<file path="config.mk">
export PLATFORM = sky130hd
export DESIGN_NAME = store_retire_buffer
export DESIGN_NICKNAME = d
export VERILOG_FILES = /design/src/rtl/store_retire_buffer_pkg.sv /design/src/rtl/store_retire_buffer_sb_fwd_lookup.sv /design/src/rtl/store_retire_buffer.sv
export SDC_FILE = /design/constraint.sdc
export NUM_CORES = 1
export LEC_CHECK = 0
export ABC_AREA = 1
export CORE_ASPECT_RATIO = 0.9
export CORE_MARGIN = 10
export CORE_UTILIZATION = 40
export DETAILED_ROUTE_END_ITERATION = 12
export HOLD_SLACK_MARGIN = 0.02
export MAX_ROUTING_LAYER = met4
export PLACE_DENSITY = 0.73
export SYNTH_ARGS = -nofsm -noshare
export SYNTH_HDL_FRONTEND = slang
export SYNTH_HIERARCHICAL = 1
export SYNTH_SLANG_ARGS = --single-unit
</file>
<file path="constraint.sdc">
create_clock -name clock -period 4.5 [get_ports clock]
set_input_delay 1.125 -clock clock [delete_from_list [all_inputs] [get_ports clock]]
set_output_delay 1.125 -clock clock [all_outputs]
set_load 0.02 [all_outputs]
</file>
<file path="src/rtl/store_retire_buffer_pkg.sv">
// Shared bus types, store-buffer entry/state types and byte-range helpers for store_retire_buffer.
// The helpers are used only when SB_LOAD_FWD_EN is defined.
package store_retire_buffer_pkg;

    localparam int XLEN = 32;

    typedef enum logic [1:0] {
        BUS_NONE  = 2'h0,
        BUS_LOAD  = 2'h1,
        BUS_STORE = 2'h2
    } BUS_COMMAND;

    typedef enum logic [1:0] {
        BYTE   = 2'h0,
        HALF   = 2'h1,
        WORD   = 2'h2,
        DOUBLE = 2'h3
    } MEM_SIZE;

    typedef struct packed {
        logic [XLEN-1:0] addr;
        logic [XLEN-1:0] data;
        MEM_SIZE         size;
    } SB_ENTRY;

    typedef enum logic {
        SB_IDLE = 1'b0,
        SB_REQ  = 1'b1
    } SB_STATE;

    function automatic logic [3:0] size_bytes(input MEM_SIZE size);
        return 4'd1 << size;
    endfunction

    function automatic logic [XLEN-1:0] size_mask(input MEM_SIZE size);
        case (size)
            BYTE:    return {{(XLEN-8){1'b0}}, 8'hFF};
            HALF:    return {{(XLEN-16){1'b0}}, 16'hFFFF};
            default: return '1;
        endcase
    endfunction

    // Half-open byte ranges compared one bit wider so a range ending at the top of memory cannot wrap.
    function automatic logic bytes_overlap(input logic [XLEN-1:0] a_addr, input MEM_SIZE a_size,
                                           input logic [XLEN-1:0] b_addr, input MEM_SIZE b_size);
        logic [XLEN:0] a_lo, a_hi, b_lo, b_hi;
        a_lo = {1'b0, a_addr};
        b_lo = {1'b0, b_addr};
        a_hi = a_lo + {{(XLEN-3){1'b0}}, size_bytes(a_size)};
        b_hi = b_lo + {{(XLEN-3){1'b0}}, size_bytes(b_size)};
        return (a_lo < b_hi) && (b_lo < a_hi);
    endfunction

endpackage

</file>
<file path="src/rtl/store_retire_buffer_sb_fwd_lookup.sv">
// Store-to-load forwarding search over the valid store-buffer entries, youngest entry deciding.
// Present only when SB_LOAD_FWD_EN is defined.
`ifdef SB_LOAD_FWD_EN
module sb_fwd_lookup
    import store_retire_buffer_pkg::*;
#(
    parameter int SB_DEPTH = 4,
    parameter int PW       = $clog2(SB_DEPTH),
    parameter int CW       = $clog2(SB_DEPTH + 1)
) (
    input  SB_ENTRY         entries_i [SB_DEPTH],
    input  logic [PW-1:0]   head_i,
    input  logic [CW-1:0]   count_i,
    input  logic [XLEN-1:0] ld_addr_i,
    input  MEM_SIZE         ld_size_i,
    output logic            fwd_hit_o,
    output logic            fwd_conflict_o,
    output logic [XLEN-1:0] fwd_data_o
);

    logic [PW-1:0] idx;
    SB_ENTRY       cand;

    // Walk oldest to youngest so the youngest overlapping entry decides the result.
    always_comb begin
        fwd_hit_o      = 1'b0;
        fwd_conflict_o = 1'b0;
        fwd_data_o     = '0;
        idx            = '0;
        cand           = '0;
        for (int k = 0; k < SB_DEPTH; k++) begin
            idx  = head_i + PW'(k);
            cand = entries_i[idx];
            if ((CW'(k) < count_i) && bytes_overlap(cand.addr, cand.size, ld_addr_i, ld_size_i)) begin
                if (cand.addr == ld_addr_i && cand.size == ld_size_i) begin
                    fwd_hit_o      = 1'b1;
                    fwd_conflict_o = 1'b0;
                    fwd_data_o     = cand.data & size_mask(cand.size);
                end else begin
                    fwd_hit_o      = 1'b0;
                    fwd_conflict_o = 1'b1;
                    fwd_data_o     = '0;
                end
            end
        end
    end

endmodule
`endif

</file>
<file path="src/rtl/store_retire_buffer.sv">
// Post-commit store queue draining retired stores to the Dmem port in program order, loads first.
// Defining SB_LOAD_FWD_EN adds the store-to-load forwarding ports and the sb_fwd_lookup search.
module store_retire_buffer
    import store_retire_buffer_pkg::*;
#(
    parameter int SB_DEPTH = 4
) (
    input  logic            clock,
    input  logic            reset,
    input  BUS_COMMAND      ret_command,
    input  MEM_SIZE         ret_size,
    input  logic [XLEN-1:0] ret_addr,
    input  logic [XLEN-1:0] ret_data,
    input  logic            halt,
    input  logic            load_req,
    input  logic [3:0]      Dmem2proc_response,
    output BUS_COMMAND      proc2Dmem_command,
    output MEM_SIZE         proc2Dmem_size,
    output logic [XLEN-1:0] proc2Dmem_addr,
    output logic [XLEN-1:0] proc2Dmem_data,
    output logic            sb_full,
    output logic            sb_empty,
    output logic            drained,
    output logic            overflow
`ifdef SB_LOAD_FWD_EN
    ,
    input  logic [XLEN-1:0] ld_addr,
    input  MEM_SIZE         ld_size,
    output logic            fwd_hit,
    output logic            fwd_conflict,
    output logic [XLEN-1:0] fwd_data
`endif
);

    localparam int PW = $clog2(SB_DEPTH);
    localparam int CW = $clog2(SB_DEPTH + 1);
    localparam logic [CW-1:0] FULL_COUNT = CW'(SB_DEPTH);

    SB_ENTRY       entries_q [SB_DEPTH];
    logic [PW-1:0] head_q, head_d, tail_q, tail_d;
    logic [CW-1:0] count_q, count_d;
    SB_STATE       state_q, state_d;
    logic          sb_full_q, sb_empty_q, overflow_q;
    logic          store_wins, push, pop;

    // NOTE: every always_comb output gets a default first so no path can infer a latch.
    always_comb begin
        store_wins = !load_req || halt;
        push       = (ret_command == BUS_STORE) && !sb_full_q;
        pop        = (state_q == SB_REQ) && store_wins && (Dmem2proc_response != 4'h0);

        head_d  = pop  ? head_q + PW'(1) : head_q;
        tail_d  = push ? tail_q + PW'(1) : tail_q;
        count_d = count_q;
        if (push && !pop) begin
            count_d = count_q + CW'(1);
        end else if (pop && !push) begin
            count_d = count_q - CW'(1);
        end

        state_d = state_q;
        if (state_q == SB_IDLE) begin
            if (count_q != '0 && store_wins) state_d = SB_REQ;
        end else begin
            // A load preempts the request; otherwise keep issuing while anything is left after this cycle.
            if (!store_wins || (pop && count_d == '0)) state_d = SB_IDLE;
        end
    end

    // NOTE: sequential state is written with non-blocking assignments only.
    always_ff @(posedge clock) begin
        if (reset) begin
            state_q    <= SB_IDLE;
            head_q     <= '0;
            tail_q     <= '0;
            count_q    <= '0;
            sb_full_q  <= 1'b0;
            sb_empty_q <= 1'b1;
            overflow_q <= 1'b0;
        end else begin
            state_q    <= state_d;
            head_q     <= head_d;
            tail_q     <= tail_d;
            count_q    <= count_d;
            sb_full_q  <= (count_d == FULL_COUNT);
            sb_empty_q <= (count_d == '0);
            overflow_q <= overflow_q || ((ret_command == BUS_STORE) && sb_full_q);
        end
    end

    // NOTE: entry storage has no reset; the pointers and count alone decide which entries are valid.
    always_ff @(posedge clock) begin
        if (push) begin
            entries_q[tail_q] <= '{addr: ret_addr, data: ret_data, size: ret_size};
        end
    end

    assign proc2Dmem_command = ((state_q == SB_REQ) && store_wins) ? BUS_STORE : BUS_NONE;
    assign proc2Dmem_size    = entries_q[head_q].size;
    assign proc2Dmem_addr    = entries_q[head_q].addr;
    assign proc2Dmem_data    = entries_q[head_q].data;
    assign sb_full           = sb_full_q;
    assign sb_empty          = sb_empty_q;
    assign drained           = sb_empty_q && (state_q == SB_IDLE);
    assign overflow          = overflow_q;

`ifdef SB_LOAD_FWD_EN
    sb_fwd_lookup #(
        .SB_DEPTH (SB_DEPTH),
        .PW       (PW),
        .CW       (CW)
    ) u_fwd (
        .entries_i      (entries_q),
        .head_i         (head_q),
        .count_i        (count_q),
        .ld_addr_i      (ld_addr),
        .ld_size_i      (ld_size),
        .fwd_hit_o      (fwd_hit),
        .fwd_conflict_o (fwd_conflict),
        .fwd_data_o     (fwd_data)
    );
`endif

endmodule

</file>
==> impl_metrics.tcl <==
set metrics [dict create \
    die_width_um 190 \
    cts_resized 0 \
    drt_iter0_markers 395 \
    yosysTopAreaCell "edfxtp_1" \
    p_leak_uw 0.00438 \
    hold_viol_final 0 \
    worstPathArrival_ps 2790 \
    finalMaxSlewViolations 0 \
    cp_num_buf_inv 3 \
    cp-end-kind "primary output" \
    viasPerCell 5.06 \
    fin_nets 964 \
    syn_area_sq_um 10400 \
    hold_depth 2 \
    worstPathRequired_ps 3380 \
    fin_ws_ps 588 \
    synth_nets 819 \
    track_usage_pct 13.8 \
    syn_area_per_cell_sq_um 14.1 \
    gp_congestion 0.720 \
    synth_cell_types 26 \
    cp_cell_sequence "inv_4, buf_4, o21ai_0, o22ai_1, clkdlybuf4s50_1" \
    fillers 2105 \
    grt_use_met2_pct 22.3 \
    fin_skew_ps 12.3 \
    use_met1_pct 17.5 \
    period_share_pct 86.9 \
    final-setup-viol-count 0 \
    rr_endpoint "entries_q[2][45]$_DFFE_PP_" \
    fp.dieH_um 173 \
    cts_setup_buffers 0 \
    post-place-ws_ps 853 \
    synth_top_area_share_pct 76.1 \
    fmax_ghz 0.256 \
    crit_path_top_delay_cell "clkdlybuf4s50_1" \
    yosysSeqAreaShare_pct 78.6 \
    grt_max_degree 79 \
    dpl.hpwl_um 13400 \
    post_drt_wl_per_cell_um 18.2 \
    p_int_uw 4680 \
    finalPower_uw 6410 \
    grt_overflow_total 0 \
    final_layout_size_suffix_gt1_share_pct 7.98 \
    firstDrtPassIters 5 \
    clkLatencyLatePin_ps 530 \
    vias 6294 \
    portBuffers 146 \
    relSlewSlack_pct 52.7 \
    p_seq_share_pct 46.6 \
    holdCritStartpoint "head_q[1]$_SDFFE_PP0P_" \
    fin_crit_ps 3910 \
    p_switching_uw 1730 \
    holdBufCountCts 0 \
    switching_share_pct 27.0 \
    peakVddDrop_mv 0.299 \
    ant_nets 0 \
    p_clk_share_pct 33.4 \
    cts_tree "built" \
    rrSetupSlack_ps 2520 \
    use_met3_pct 3.16 \
    hold_class "register to register" \
    pwr_density_cell_nw_per_um2 488 \
    cts_root_buf "clkbuf_16" \
    rsz0062_at_grt "no" \
    ioPinCount 148 \
    outcome "completed" \
    synth_cells 736 \
    critPathTopFamily "buffers and inverters" \
    cap_violations 0 \
    totalWireLength_um 22700 \
    area_growth_pct 26.3 \
    row_count 55 \
    slowest_delay_ps 670 \
    cts_buffers 28 \
    grt_pass1_wl_um 35900 \
    clk_path_buf_depth 3 \
    die_area_sq_um 32900 \
    tns_ps 0 \
    drc 0 \
    ys_seq_elements 277 \
    grt_pass1_vias 6468 \
    cts_htree_levels 1 \
    antenna_found_initial 1 \
    critPathMaxFanout 56 \
    core_area_sq_um 25400 \
    cts.sinks 277 \
    pwr-share-comb_pct 20.0 \
    path_class "register to primary output" \
    worstMarginPinSlew_ps 710 \
    path_clk_slew_ps 60 \
    worstReg2RegStart "sb_full$_SDFF_PP0_" \
    start_kind "register" \
    synthTopCellsByArea "edfxtp_1 76%, o21ai_0 6.5%, nor2_1 5.1%" \
    fin_hold_ws_ps 454 \
    r2r_cells 4 \
    grt_busiest_layer "met2" \
    yosysWarningCount 6 \
    initial_core_util_pct 41.0 \
]
## cells by family after synthesis
group	Yosys count	synth area share (%)
flip-flops	277	78.6
AO/OA/AOI/OAI	214	11.3
AND/OR/NAND/NOR	169	6.45
buffers and inverters	67	2.63
adder cells (fa/ha/maj)	7	0.841
XOR/XNOR	1	0.0841
other	1	0.0360
## synth_stat cells
master / number
o21ai_0: 136
a21oi_4: 1
o22ai_1: 66
nand2_4: 1
nor2_2: 1
clkbuf_2: 1
buf_2: 8
nand4_1: 1
xnor2_1: 1
inv_2: 2
nand2_2: 4
conb_1: 1
a21oi_1: 8
dfxtp_1: 13
nand2_1: 14
nor4_1: 1
a21oi_2: 2
edfxtp_1: 264
nand3_2: 1
inv_1: 21
a221o_2: 1
nand3_1: 5
clkbuf_1: 32
nor2_1: 141
ha_1: 7
buf_4: 3
## routing by layer
layer  up-vias  share of wire [%]
met5         -                  0
met4         0                1.7
li1       3031                  -
met3        30                5.9
met1      3057                 44
met2       176                 49
## metrics by stage
step,util (%),cell area [sq um],cells
2_1_floorplan,-,10400,736
3_3_place_gp,48.4,12300,1193
3_5_place_dp,48.4,12300,1193
4_1_cts,51.8,13100,1244
5_1_grt,51.8,13200,1245
6_report,51.8,13200,1245
## worst max-delay path by stage
| stage | start | end | slack, ps | cells after the start |
|---|---|---|---|---|
| final | register | proc2Dmem_addr[20] | 590 | 5 |
| after global routing | register | proc2Dmem_addr[14] | 410 | 5 |
| after CTS | register | proc2Dmem_data[27] | 570 | 4 |
| after detailed placement | halt | proc2Dmem_command[1] | 850 | 4 |
| after global placement | halt | proc2Dmem_command[1] | 840 | 4 |
| after floorplan | ret_command[0] | entries_q[0][0]$_DFFE_PP_ | -180 | 4 |
## state kept, by name, summed over array words and instances (netlist names), named ones only
signal and flops:
state_q 1, tail_q 2, sb_empty 1, head_q 2, entries_q 264, sb_full 1, count_q 3, overflow 1
## power groups by stage
stage	clock [uW]	sequential [uW]	combinational [uW]
2_1_floorplan	0	3010	728
6_report	2140	2990	1280
5_1_grt	2320	3000	1400
3_5_place_dp	0	3050	1300
4_1_cts	2200	2990	1310
3_3_place_gp	0	3040	1290
## cell usage in the layout, fill, tap and decap left out, types with 2 or more instances in the layout
cell type and n:
a21oi_1 8, a21oi_2 2, buf_12 3, buf_4 10
clkbuf_1 7, clkbuf_16 29, clkbuf_8 3, clkdlybuf4s50_1 146
clkinv_1 5, clkinv_2 4, dfxtp_1 11, edfxtp_1 264
ha_1 7, inv_1 20, inv_2 2, inv_4 2
nand2_1 14, nand2_2 4, nand3_1 5, nor2_1 137
nor2_4 4, o21ai_0 136, o22ai_1 66
## area by class of cell
cell class / instances / area (sq um) / share of cell area (%)
Clock inverter: 12 / 68.8 / 0.523
Multi-Input combinational cell: 392 / 1980 / 15.1
Timing Repair Buffer: 159 / 1600 / 12.1
Tap cell: 342 / 428 / 3.25
Sequential cell: 277 / 8190 / 62.3
Inverter: 23 / 88.8 / 0.675
Clock buffer: 39 / 793 / 6.03
Antenna cell: 1 / 2.50 / 0.0190
## worst min-delay path, stage by stage (launching register included)
cell and delay [ps]:
dfxtp_1 300, inv_1 50, a21oi_1 60
(Power assumes the default switching activity.)
